**src/rtl/rr_sel_arbiter_pkg.sv**
```systemverilog
// Shared types and the round-robin search helper for rr_sel_arbiter.
package arb_pkg;

  localparam int N_REQ = 8;
  localparam int IDX_W = 3;

  typedef enum logic [1:0] {
    IDLE  = 2'd0,
    GRANT = 2'd1,
    GAP   = 2'd2
  } arb_state_e;

  // Returns {found, idx}: first set req bit searching ptr, ptr+1, ... mod N_REQ.
  function automatic logic [IDX_W:0] next_rr(
    input logic [N_REQ-1:0] req,
    input logic [IDX_W-1:0] ptr
  );
    logic [2*N_REQ-1:0] dbl;
    logic [N_REQ-1:0]   rot;
    logic               found;
    logic [IDX_W-1:0]   off;
    dbl   = {req, req} >> ptr;
    rot   = dbl[N_REQ-1:0];
    found = 1'b0;
    off   = '0;
    for (int i = N_REQ - 1; i >= 0; i--) begin
      if (rot[i]) begin
        found = 1'b1;
        off   = IDX_W'(i);
      end
    end
    return {found, ptr + off};
  endfunction

endpackage

```
**src/rtl/rr_sel_arbiter_pick.sv**
```systemverilog
// Combinational rotate/priority-find of req starting at ptr.
module rr_pick
  import arb_pkg::*;
(
  input  logic [N_REQ-1:0] req,
  input  logic [IDX_W-1:0] ptr,
  output logic             found,
  output logic [IDX_W-1:0] idx
);

  assign {found, idx} = next_rr(req, ptr);

endmodule

```
**src/rtl/rr_sel_arbiter.sv**
```systemverilog
// Round-robin arbiter driving a 3-to-8 decoder's a/en with a forced gap.
// Define ARB_TIMEOUT_EN to bound grant length to MAX_HOLD cycles.
module rr_sel_arbiter
  import arb_pkg::*;
#(
  parameter int GAP_CYCLES = 1,
  parameter int MAX_HOLD   = 64
) (
  input  logic             clk,
  input  logic             rst_n,
  input  logic [N_REQ-1:0] req,
  input  logic             release_in,
  output logic [IDX_W-1:0] sel,
  output logic             sel_en,
  output logic             busy,
  output logic             timeout
);

  arb_state_e       state_q, state_d;
  logic [IDX_W-1:0] sel_q, sel_d;
  logic [IDX_W-1:0] ptr_q, ptr_d;
  logic [3:0]       gap_q, gap_d;
  logic             sel_en_q, sel_en_d;
  logic             busy_q, busy_d;
  logic             timeout_q, timeout_d;
  logic             pick_found;
  logic [IDX_W-1:0] pick_idx;
  logic             end_norm;
  logic             hold_hit;

  rr_pick u_pick (
    .req   (req),
    .ptr   (ptr_q),
    .found (pick_found),
    .idx   (pick_idx)
  );

`ifdef ARB_TIMEOUT_EN
  logic [7:0] hold_q, hold_d;

  always_comb begin
    hold_d = hold_q;
    if (state_q == IDLE) begin
      hold_d = '0;
    end else if (state_q == GRANT) begin
      hold_d = hold_q + 8'd1;
    end
  end

  assign hold_hit = (hold_q == 8'(MAX_HOLD - 1));

  always_ff @(posedge clk) begin
    if (!rst_n) begin
      hold_q <= '0;
    end else begin
      hold_q <= hold_d;
    end
  end
`else
  logic [7:0] unused_max_hold;
  assign unused_max_hold = 8'(MAX_HOLD);
  assign hold_hit = 1'b0;
`endif

  assign end_norm = release_in || !req[sel_q];

  always_comb begin
    state_d   = state_q;
    sel_d     = sel_q;
    ptr_d     = ptr_q;
    gap_d     = gap_q;
    sel_en_d  = sel_en_q;
    busy_d    = busy_q;
    timeout_d = 1'b0;
    unique case (state_q)
      IDLE: begin
        if (pick_found) begin
          sel_d    = pick_idx;
          ptr_d    = pick_idx + 3'd1;
          sel_en_d = 1'b1;
          busy_d   = 1'b1;
          state_d  = GRANT;
        end
      end
      GRANT: begin
        if (end_norm || hold_hit) begin
          sel_en_d  = 1'b0;
          gap_d     = 4'(GAP_CYCLES - 1);
          timeout_d = !end_norm;
          state_d   = GAP;
        end
      end
      GAP: begin
        if (gap_q == 4'd0) begin
          busy_d  = 1'b0;
          state_d = IDLE;
        end else begin
          gap_d = gap_q - 4'd1;
        end
      end
      default: begin
        sel_en_d = 1'b0;
        busy_d   = 1'b0;
        state_d  = IDLE;
      end
    endcase
  end

  always_ff @(posedge clk) begin
    if (!rst_n) begin
      state_q   <= IDLE;
      sel_q     <= '0;
      ptr_q     <= '0;
      gap_q     <= '0;
      sel_en_q  <= 1'b0;
      busy_q    <= 1'b0;
      timeout_q <= 1'b0;
    end else begin
      state_q   <= state_d;
      sel_q     <= sel_d;
      ptr_q     <= ptr_d;
      gap_q     <= gap_d;
      sel_en_q  <= sel_en_d;
      busy_q    <= busy_d;
      timeout_q <= timeout_d;
    end
  end

  assign sel     = sel_q;
  assign sel_en  = sel_en_q;
  assign busy    = busy_q;
  assign timeout = timeout_q;

endmodule

```
**config.mk**
```make
export PLATFORM = sky130hd
export DESIGN_NAME = rr_sel_arbiter
export DESIGN_NICKNAME = d
export VERILOG_FILES = /design/src/rtl/rr_sel_arbiter_pkg.sv /design/src/rtl/rr_sel_arbiter_pick.sv /design/src/rtl/rr_sel_arbiter.sv
export SDC_FILE = /design/constraint.sdc
export NUM_CORES = 1
export LEC_CHECK = 0
export CORE_MARGIN = 5
export CORE_UTILIZATION = 40
export CTS_CLUSTER_DIAMETER = 30
export CTS_CLUSTER_SIZE = 40
export DETAILED_ROUTE_END_ITERATION = 8
export PLACE_DENSITY = 0.66
export SETUP_SLACK_MARGIN = 0.5
export SLEW_MARGIN = 15
export SYNTH_ARGS = -nofsm -noshare
export SYNTH_HDL_FRONTEND = slang
export SYNTH_SLANG_ARGS = --single-unit
```
**constraint.sdc**
```tcl
create_clock -name clk -period 4.2 [get_ports clk]
set_clock_uncertainty 0.2 [all_clocks]
set_input_delay 0.84 -clock clk [delete_from_list [all_inputs] [get_ports clk]]
set_output_delay 0.84 -clock clk [all_outputs]
set_load 0.05 [all_outputs]
```
; Word level (Yosys, flattened, before mapping)
; Cells that the tools add are included.
[word_totals]
elab_cells = 62
input_bits = 11
output_inout_bits = 6
ff_bits = 15
[classes]
eq_ne = 6
addsub = 3
bitwise_logic = 2
reduce_logical = 12
magnitude_cmp = 1
shift = 1
mux = 30
[ops]
columns = cell, count
row1 = $mux W3, 8
row2 = $shr A16 B3 Y8, 1
row3 = $reduce_and A3 Y1, 5
row4 = $mux W1, 12
row5 = $mux W4, 2
row6 = $ne A2 B2 Y1 const B, 4
row7 = $pmux W4 S2, 1
row8 = $mux W2, 3
row9 = $pmux W1 S3, 2
row10 = $pmux W2 S3, 1
row11 = $logic_not A4 Y1, 1
row12 = $lt A3 B4 Y1 const B, 1
row13 = $sub A4 B1 Y4 const B, 1
row14 = $add A3 B1 Y3 const B, 1
row15 = $add A3 B3 Y3, 1
row16 = $bmux W1 S3, 1
row17 = $eq A2 B1 Y1 const B, 1
row18 = $eq A2 B2 Y1 const B, 1
row19 = $logic_not A1 Y1, 2
row20 = $logic_not A2 Y1, 1
row21 = $not A1 Y1, 2
row22 = $reduce_and A2 Y1, 1
row23 = $reduce_bool A2 Y1, 1
row24 = $logic_or A1 B1 Y1, 1

; Logic depth before layout (Yosys ltp)
; Gate-level depths: netlist of the first run.
[logic_depth]
depth_word = 11
mapped_depth = 16
depth_no_buf = 14

; Cells and area by module
; Synthesis of the first run repeated with hierarchy kept, for this count alone.
[hier_totals]
hier_cells = 160
area_unflattened_um2 = 1421.4
[modules_own_cells]
columns = mod, cells_per_inst, seq_area_each_um2, instances, area_each_um2
row1 = rr_sel_arbiter, 88, 300.3, 1, 795.8
row2 = rr_pick, 72, 0.0, 1, 625.6

; Worst setup path after synthesis of the first run
; No wires, ideal clock.
[synth_path]
path_type = input port to flip-flop
start = in req[0]
end = reg ptr_q[2]
n_path_buf = 1
path_slack_ps = 463
setup_time_ps = 88
t_arrival_ps = 3449
required_ps = 3912
path_stages = 15
cell_sequence = buf_2 mux2_2 a221oi_1 o22ai_1 a2111oi_0 o211ai_1 ha_1 inv_1 fa_1 inv_1 ha_1 xnor2_1 a21oi_1 o221a_2 a311oi_2
[synth_via]
elab_chain_len = 11
elab_cells_between_ends = 20
cone_classes = add/sub: 2 / shift: 1 / mux: 16 / reduce/logical: 1
[synth_rtl]
columns = item, line
row1 = from (decl), rr_sel_arbiter.sv:11  ; input logic [N_REQ-1:0] req,
row2 = $shr A16 B3 Y8 *, rr_sel_arbiter_pkg.sv:22  ; dbl = {req, req} >> ptr;
row3 = $mux W3 (7 in a row), rr_sel_arbiter_pkg.sv:27  ; if (rot[i]) begin
row4 = $mux W3 *, rr_sel_arbiter_pkg.sv:27
row5 = $add A3 B3 Y3 *, rr_sel_arbiter_pkg.sv:32  ; return {found, ptr + off};
row6 = net pick_idx[1], rr_sel_arbiter.sv:27  ; logic [IDX_W-1:0] pick_idx;
row7 = $add A3 B1 Y3 *, rr_sel_arbiter.sv:79  ; ptr_d = pick_idx + 3'd1;
row8 = to (signal assigned), rr_sel_arbiter.sv:121  ; ptr_q <= ptr_d;
row9 = to (decl), rr_sel_arbiter.sv:21  ; logic [IDX_W-1:0] ptr_q, ptr_d;
; Mark *: on every way through the listed nets, which the timed path passes. The rest lies on a longest branch.
; A chain may end at the register's enable or synchronous reset.

; Worst setup path after layout of the first run
[layout_path]
start = in req[4]
end = reg ptr_q[2]
; Same word-level chain as after synthesis.

==> reports/metrics.yaml, run 1 <==
global_route:
  grtUsageMet3: 0.0273
  grt_first_pass_wirelength_um: 6070
  grt_max_degree: 15
  gr-usage-met2: 0.261
  grt_use_met1: 0.188
  top_usage_layer: "met2"
  grt_use_total: 0.149
  grt_pass1_vias: 1320
  antenna_found_initial: 0
  grt_overflow: 0
layout:
  final_nets: 213
  drive_gt1_frac: 0.355
  layout_commonest_cell: "buf_4"
  syn_to_final_growth_pct: 29.8
  final_util: 0.548
  insertedDiodeCount: 0
  final_cell_mix: "buf_4 (19), nor2_1 (15), mux2i_1 (13), dfxtp_1 (13), nand2_1 (11)"
  fillers: 307
  fin_cells: 243
floorplan:
  die_area_mm2: 0.00490
  die_w_um: 70.0
  ios: 17
  fp.coreArea_mm2: 0.00342
  rows: 21
  initial_core_util: 0.422
  die_h_um: 70.0
drt:
  wirelength_um: 3750
  vias: 1404
  drt-initial-drc-count: 102
  viasPerCell: 5.78
  drc: 0
  ant_nets: 0
  routedWlPerCell_um: 15.4
  dr.pass1.iters: 4
critical_path:
  critPathSlowestCell: "fa_1"
  crit_fanout: 4
  cp.required_ns: 4.19
  rrSetupSlack_ns: 0.71
  crit_type: "input pin to flop"
  rr_startpoint: "ptr_q[1]"
  timing.rr.end: "ptr_q[2]"
  crit_start: "req[4]"
  reg2reg_depth: 14
  start_kind: "input pin"
  cp.depth: 15
  crit_top_cell: "ha_2"
  arrival_ns: 3.61
  crit_chain: "clkbuf_2 -> mux2i_2 -> or3b_4 -> a21oi_4 -> a2111oi_4 -> o211ai_1 -> ha_2 -> inv_2 -> fa_1 -> inv_1 -> ha_2 -> xnor2_2 -> a21oi_1 -> o221a_2 -> a311oi_2"
  cp-endpoint: "ptr_q[2]"
  end_kind: "flop"
  path_buf_inv: 3
  cpPeakStageDelay_ns: 0.55
  critPathTopFamily: "adder cells"
synth:
  yosysWarnings: 0
  yosysUniqueCellTypes: 56
  ys_seq_area_frac: 0.208
  synth_cells: 167
  synth-seq-cells: 15
  ys.flop_type: "dfxtp_1"
  synth_edf_count: 0
  synth_nets: 182
  synth_area_mm2: 0.00144
  synthArstFlopShare: 0
  synth.avg_cell_area_um2: 8.63
sta:
  rsz0062_at_grt: "no"
  finalCriticalPeriod_ns: 3.61
  fmax_mhz: 277
  fin_ws_ns: 0.586
  setup_viol: 0
  hold_viol: 0
  tightest_slew_ns: 0.504
  maxSlewViolCount: 0
  hold_slack_ns: 0.289
  relSlewSlack: 0.662
  min_period_over_period: 0.861
placement:
  hpwlAfterDp_um: 2830
  routabilityCongestion: 0.799
  io_buffers: 16
  dp_cells: 237
  post-place-ws_ns: -0.0884
clock_tree:
  cts_root_buf: "clkbuf_4"
  cts_buffers: 3
  clkTransAtPathRegs_ns: 0.09
  h-tree-depth: 1
  cts_max_path_buffers: 2
  cts_sinks: 15
  cts_tree: "built"
  clkLatencyLatePin_ns: 0.28
  postCtsHoldBufs: 0
outcome:
  status: "finished, final reports clean"
pwr:
  finalPower_w: 0.00105
  ir_drop_mv: 0.211
  powerDensity_mw_per_mm2: 562
  leakage_nw: 0.717
run:
  cap_violations: 0
worst_hold_path:
  hp-class: "flop to flop"
==> worst min path at each step <==
stage,from,to,slack (ns),cells past startpoint
after floorplan,gap_q[2],gap_q[2],0.25,1
after global placement,busy,busy,0.26,2
after detailed placement,busy,busy,0.28,2
after CTS,busy,busy,0.29,2
after global routing,gap_q[3],gap_q[3],0.33,1
final,busy,busy,0.29,2
==> layout make-up <==
type,count,area (µm²),area share
clock buffer,4,26.3,0.0140
inverter,10,41.3,0.0221
multi-input combinational,133,1170,0.624
sequential,15,305,0.163
tap,46,57.6,0.0308
timing repair buffer,35,273,0.146
==> metrics by stage <==
stage / instance area [µm²] / setup TNS, ns
finish: 1870 / 0
detailed placement: 1760 / -0.0884
floorplan: 1490 / 0
global placement: 1760 / 0
CTS: 1820 / 0
global route: 1870 / 0
==> per-layer routing <==
metal	wire length [µm]	part of all wire
met1	1690	0.45
met2	1900	0.51
met3	131	0.035
met4	38	0.010
met5	0	0
==> repair_timing <==
action                                  4_1_cts  5_1_grt
endpoints found under the setup margin        3        1
pin swaps                                     6        9
resized for setup                            14       34
setup buffers                                 1        1
==> cell usage after synthesis (2+ instances only) <==
cell type | number | area share
ha_1 | 3 | 0.026
o21ai_0 | 5 | 0.017
nand2_1 | 11 | 0.029
dfxtp_1 | 15 | 0.21
nand3_1 | 2 | 0.0069
or2_0 | 3 | 0.013
a221oi_1 | 2 | 0.012
buf_4 | 2 | 0.010
nor3_1 | 6 | 0.021
o211ai_1 | 2 | 0.010
clkbuf_1 | 2 | 0.0052
nor3b_1 | 5 | 0.026
clkinv_1 | 3 | 0.0078
or3_1 | 2 | 0.0087
mux2i_1 | 16 | 0.11
mux4_2 | 4 | 0.063
o21ai_1 | 2 | 0.0069
inv_1 | 6 | 0.016
nand2b_1 | 4 | 0.017
a31oi_1 | 4 | 0.017
buf_6 | 3 | 0.023
mux2_2 | 4 | 0.031
nor2_1 | 16 | 0.042
a211oi_1 | 4 | 0.021
a21oi_1 | 10 | 0.035
==> state kept, by name, summed over array words and instances (netlist names) <==
| register | cells |
|---|---|
| busy | 1 |
| sel_en | 1 |
| sel | 3 |
| timeout | 1 |
| gap_q | 4 |
| ptr_q | 3 |
| state_q | 2 |
==> where the power goes <==
| part | switching, W | internal, W |
|---|---|---|
| sequential | 0.0000550 | 0.000177 |
| clock | 0.0000431 | 0.0000368 |
| combinational | 0.000382 | 0.000358 |
| total | 0.000480 | 0.000572 |
==> worst min-delay path, cell delays in order (launching register included) <==
cell and delay, ns:
dfxtp_1 0.31, o21ai_0 0.07, a21oi_1 0.06
==> kinds of logic after synthesis <==
family	count (synthesis)	share of synthesized area
simple gates	55	0.193
compound gates	47	0.255
mux	25	0.223
buf+inv	19	0.0720
flops	15	0.208
fa+ha+maj	4	0.0399
other cells	1	0.00260
xor+xnor	1	0.00608
No activity file was read; power rests on OpenSTA's default activity.
==> run 2: changes to the inputs <==
CELL_PAD_IN_SITES_DETAIL_PLACEMENT = 1   (was unset)
CELL_PAD_IN_SITES_GLOBAL_PLACEMENT = 1   (was unset)
PLACE_DENSITY = 0.82   (was 0.66)
==> run 2 against run 1 <==
Compared with the run above:
- first-iteration DRC count shrank 43%
- setup slack lost 0.034 ns
- cell count grew 1.2%
- hold slack gained 0.0092 ns
- count of clock-buffer cells in the layout is the same
- routed wire length grew 25%
- final area grew 1.4%
- sequential power grew 2%
- clock power grew 7.0%
- fmax shrank 0.92%
- sequential cell count is the same
- global-route usage grew 2.9 points
- critical path type unchanged
- critical endpoint unchanged
- highest routed layer unchanged
==> reports/metrics.yaml, run 2 (synthesis results as in run 1) <==
critical_path:
  rr_startpoint: "ptr_q[2]"
  crit_type: "input pin to flop"
  crit_top_cell: "ha_2"
  arrival_ns: 3.66
  end_kind: "flop"
  timing.rr.end: "ptr_q[2]"
  critPathSlowestCell: "fa_1"
  reg2reg_depth: 13
  crit_fanout: 4
  start_kind: "input pin"
  crit_chain: "buf_4 -> mux2_4 -> a221oi_4 -> o22ai_2 -> a2111oi_4 -> o211ai_1 -> ha_2 -> inv_2 -> fa_1 -> inv_1 -> ha_2 -> xnor2_2 -> a21oi_2 -> o221a_2 -> a311oi_2"
  cpPeakStageDelay_ns: 0.43
  cp.required_ns: 4.21
  rrSetupSlack_ns: 0.64
placement:
  routabilityCongestion: 0.795
  dp_cells: 237
  post-place-ws_ns: -0.200
  hpwlAfterDp_um: 3350
  io_buffers: 16
sta:
  min_period_over_period: 0.869
  fin_ws_ns: 0.552
  finalCriticalPeriod_ns: 3.65
  tightest_slew_ns: 0.541
  setup_viol: 0
  rsz0062_at_grt: "no"
  hold_slack_ns: 0.298
  fmax_mhz: 274
  hold_viol: 0
  relSlewSlack: 0.637
  maxSlewViolCount: 0
drt:
  vias: 1462
  ant_nets: 0
  viasPerCell: 5.94
  wirelength_um: 4700
  drc: 0
  dr.pass1.iters: 4
  routedWlPerCell_um: 19.1
  drt-initial-drc-count: 58
pwr:
  pwr-share-seq: 0.211
  p_switching_w: 0.000519
  ir_drop_mv: 0.253
  powerDensity_mw_per_mm2: 592
  swShare: 0.462
  leakage_nw: 0.733
  finalPower_w: 0.00112
  clockPowerShare: 0.076
  internal_power_w: 0.000604
  pwr-share-comb: 0.713
global_route:
  grt_overflow: 0
  grt_first_pass_wirelength_um: 7220
  grt_max_degree: 15
  antenna_found_initial: 0
  grt_pass1_vias: 1527
  grt_use_total: 0.178
clock_tree:
  cts_buffers: 3
  h-tree-depth: 1
  cts_max_path_buffers: 2
  clkLatencyLatePin_ns: 0.29
  cts_root_buf: "clkbuf_4"
  cts_tree: "built"
  clkTransAtPathRegs_ns: 0.10
  cts_sinks: 15
layout:
  final_util: 0.555
  fillers: 398
  final_cell_mix: "buf_4 (22), nor2_1 (15), mux2i_1 (15)"
  layout_commonest_cell: "buf_4"
  drive_gt1_frac: 0.365
  final_nets: 216
  syn_to_final_growth_pct: 31.6
  multi_input_area_mm2: 0.00118
  fin_cells: 246
  layout.area.seq_um2: 304
  largest_reg_flops: 4
  top_register: "gap_q"
  insertedDiodeCount: 0
floorplan:
  initial_core_util: 0.422
  fp.coreArea_mm2: 0.00342
  die_w_um: 70.0
  die_h_um: 70.0
  die_area_mm2: 0.00490
  rows: 21
  ios: 17
worst_hold_path:
  min_to: "gap_q[3]"
  hold_depth: 1
  hp-start: "gap_q[3]"
  hp-class: "flop to flop"
run:
  cap_violations: 0
outcome:
  status: "finished, final reports clean"
[run 2: cell type report]
| cell class | instances | share of cell area |
|---|---|---|
| multi-input combinational | 133 | 0.620 |
| sequential | 15 | 0.160 |
| timing repair buffer | 38 | 0.154 |
| tap | 46 | 0.0303 |
| inverter | 10 | 0.0218 |
| clock buffer | 4 | 0.0139 |
[run 2: power by group through the flow]
stage	sequential, W	combinational [W]	clock (W)
2_1_floorplan	0.000251	0.000485	0
3_3_place_gp	0.000225	0.000647	0
3_5_place_dp	0.000227	0.000687	0
4_1_cts	0.000226	0.000731	0.0000870
5_1_grt	0.000242	0.000862	0.0000950
6_report	0.000237	0.000800	0.0000854
[run 2: worst max-delay path by stage]
| stage | startpoint | to | depth (start not counted) |
|---|---|---|---|
| global placement | req[4] | ptr_q[2] | 15 |
| floorplan | req[2] | ptr_q[2] | 15 |
| global route | req[4] | ptr_q[2] | 15 |
| CTS | req[7] | ptr_q[2] | 15 |
| detailed placement | req[7] | ptr_q[2] | 15 |
| finish | req[6] | ptr_q[2] | 15 |
[run 2: through the flow]
step	cell area (µm²)	TNS (ns)
floorplan	1490	0
global placement	1760	0
detailed placement	1760	-0.200
CTS	1830	0
global route	1900	0
finish	1900	0
[run 2: timing repair]
item,4_1_cts,5_1_grt
buffers inserted,1,4
cloned,0,0
setup endpoints to repair,3,3
endpoints found under the hold margin,0,0
hold buffers,0,0
resized for setup,16,32
pin swaps,7,9
[run 2: per-layer routing]
metal | share of wire | global-route usage
met1 | 0.42 | 0.225
met2 | 0.52 | 0.316
met3 | 0.030 | 0.0301
met4 | 0.026 | 0.0383
met5 | 0 | 0
[run 2: critical path: cells and delay by family]
family                     cells  cell delay, ns
AOI/OAI and AO/OA              7            1.30
muxes                          1            0.28
xor gates and xnor gates       1            0.13
adders and majority gates      3            0.82
buffers and inverters          3            0.27
==> run 3: changes to the inputs <==
CTS_CLUSTER_SIZE = 12   (was 40)
==> results of run 3 <==
Final layout, timing and power as in run 2 (identical DEF).
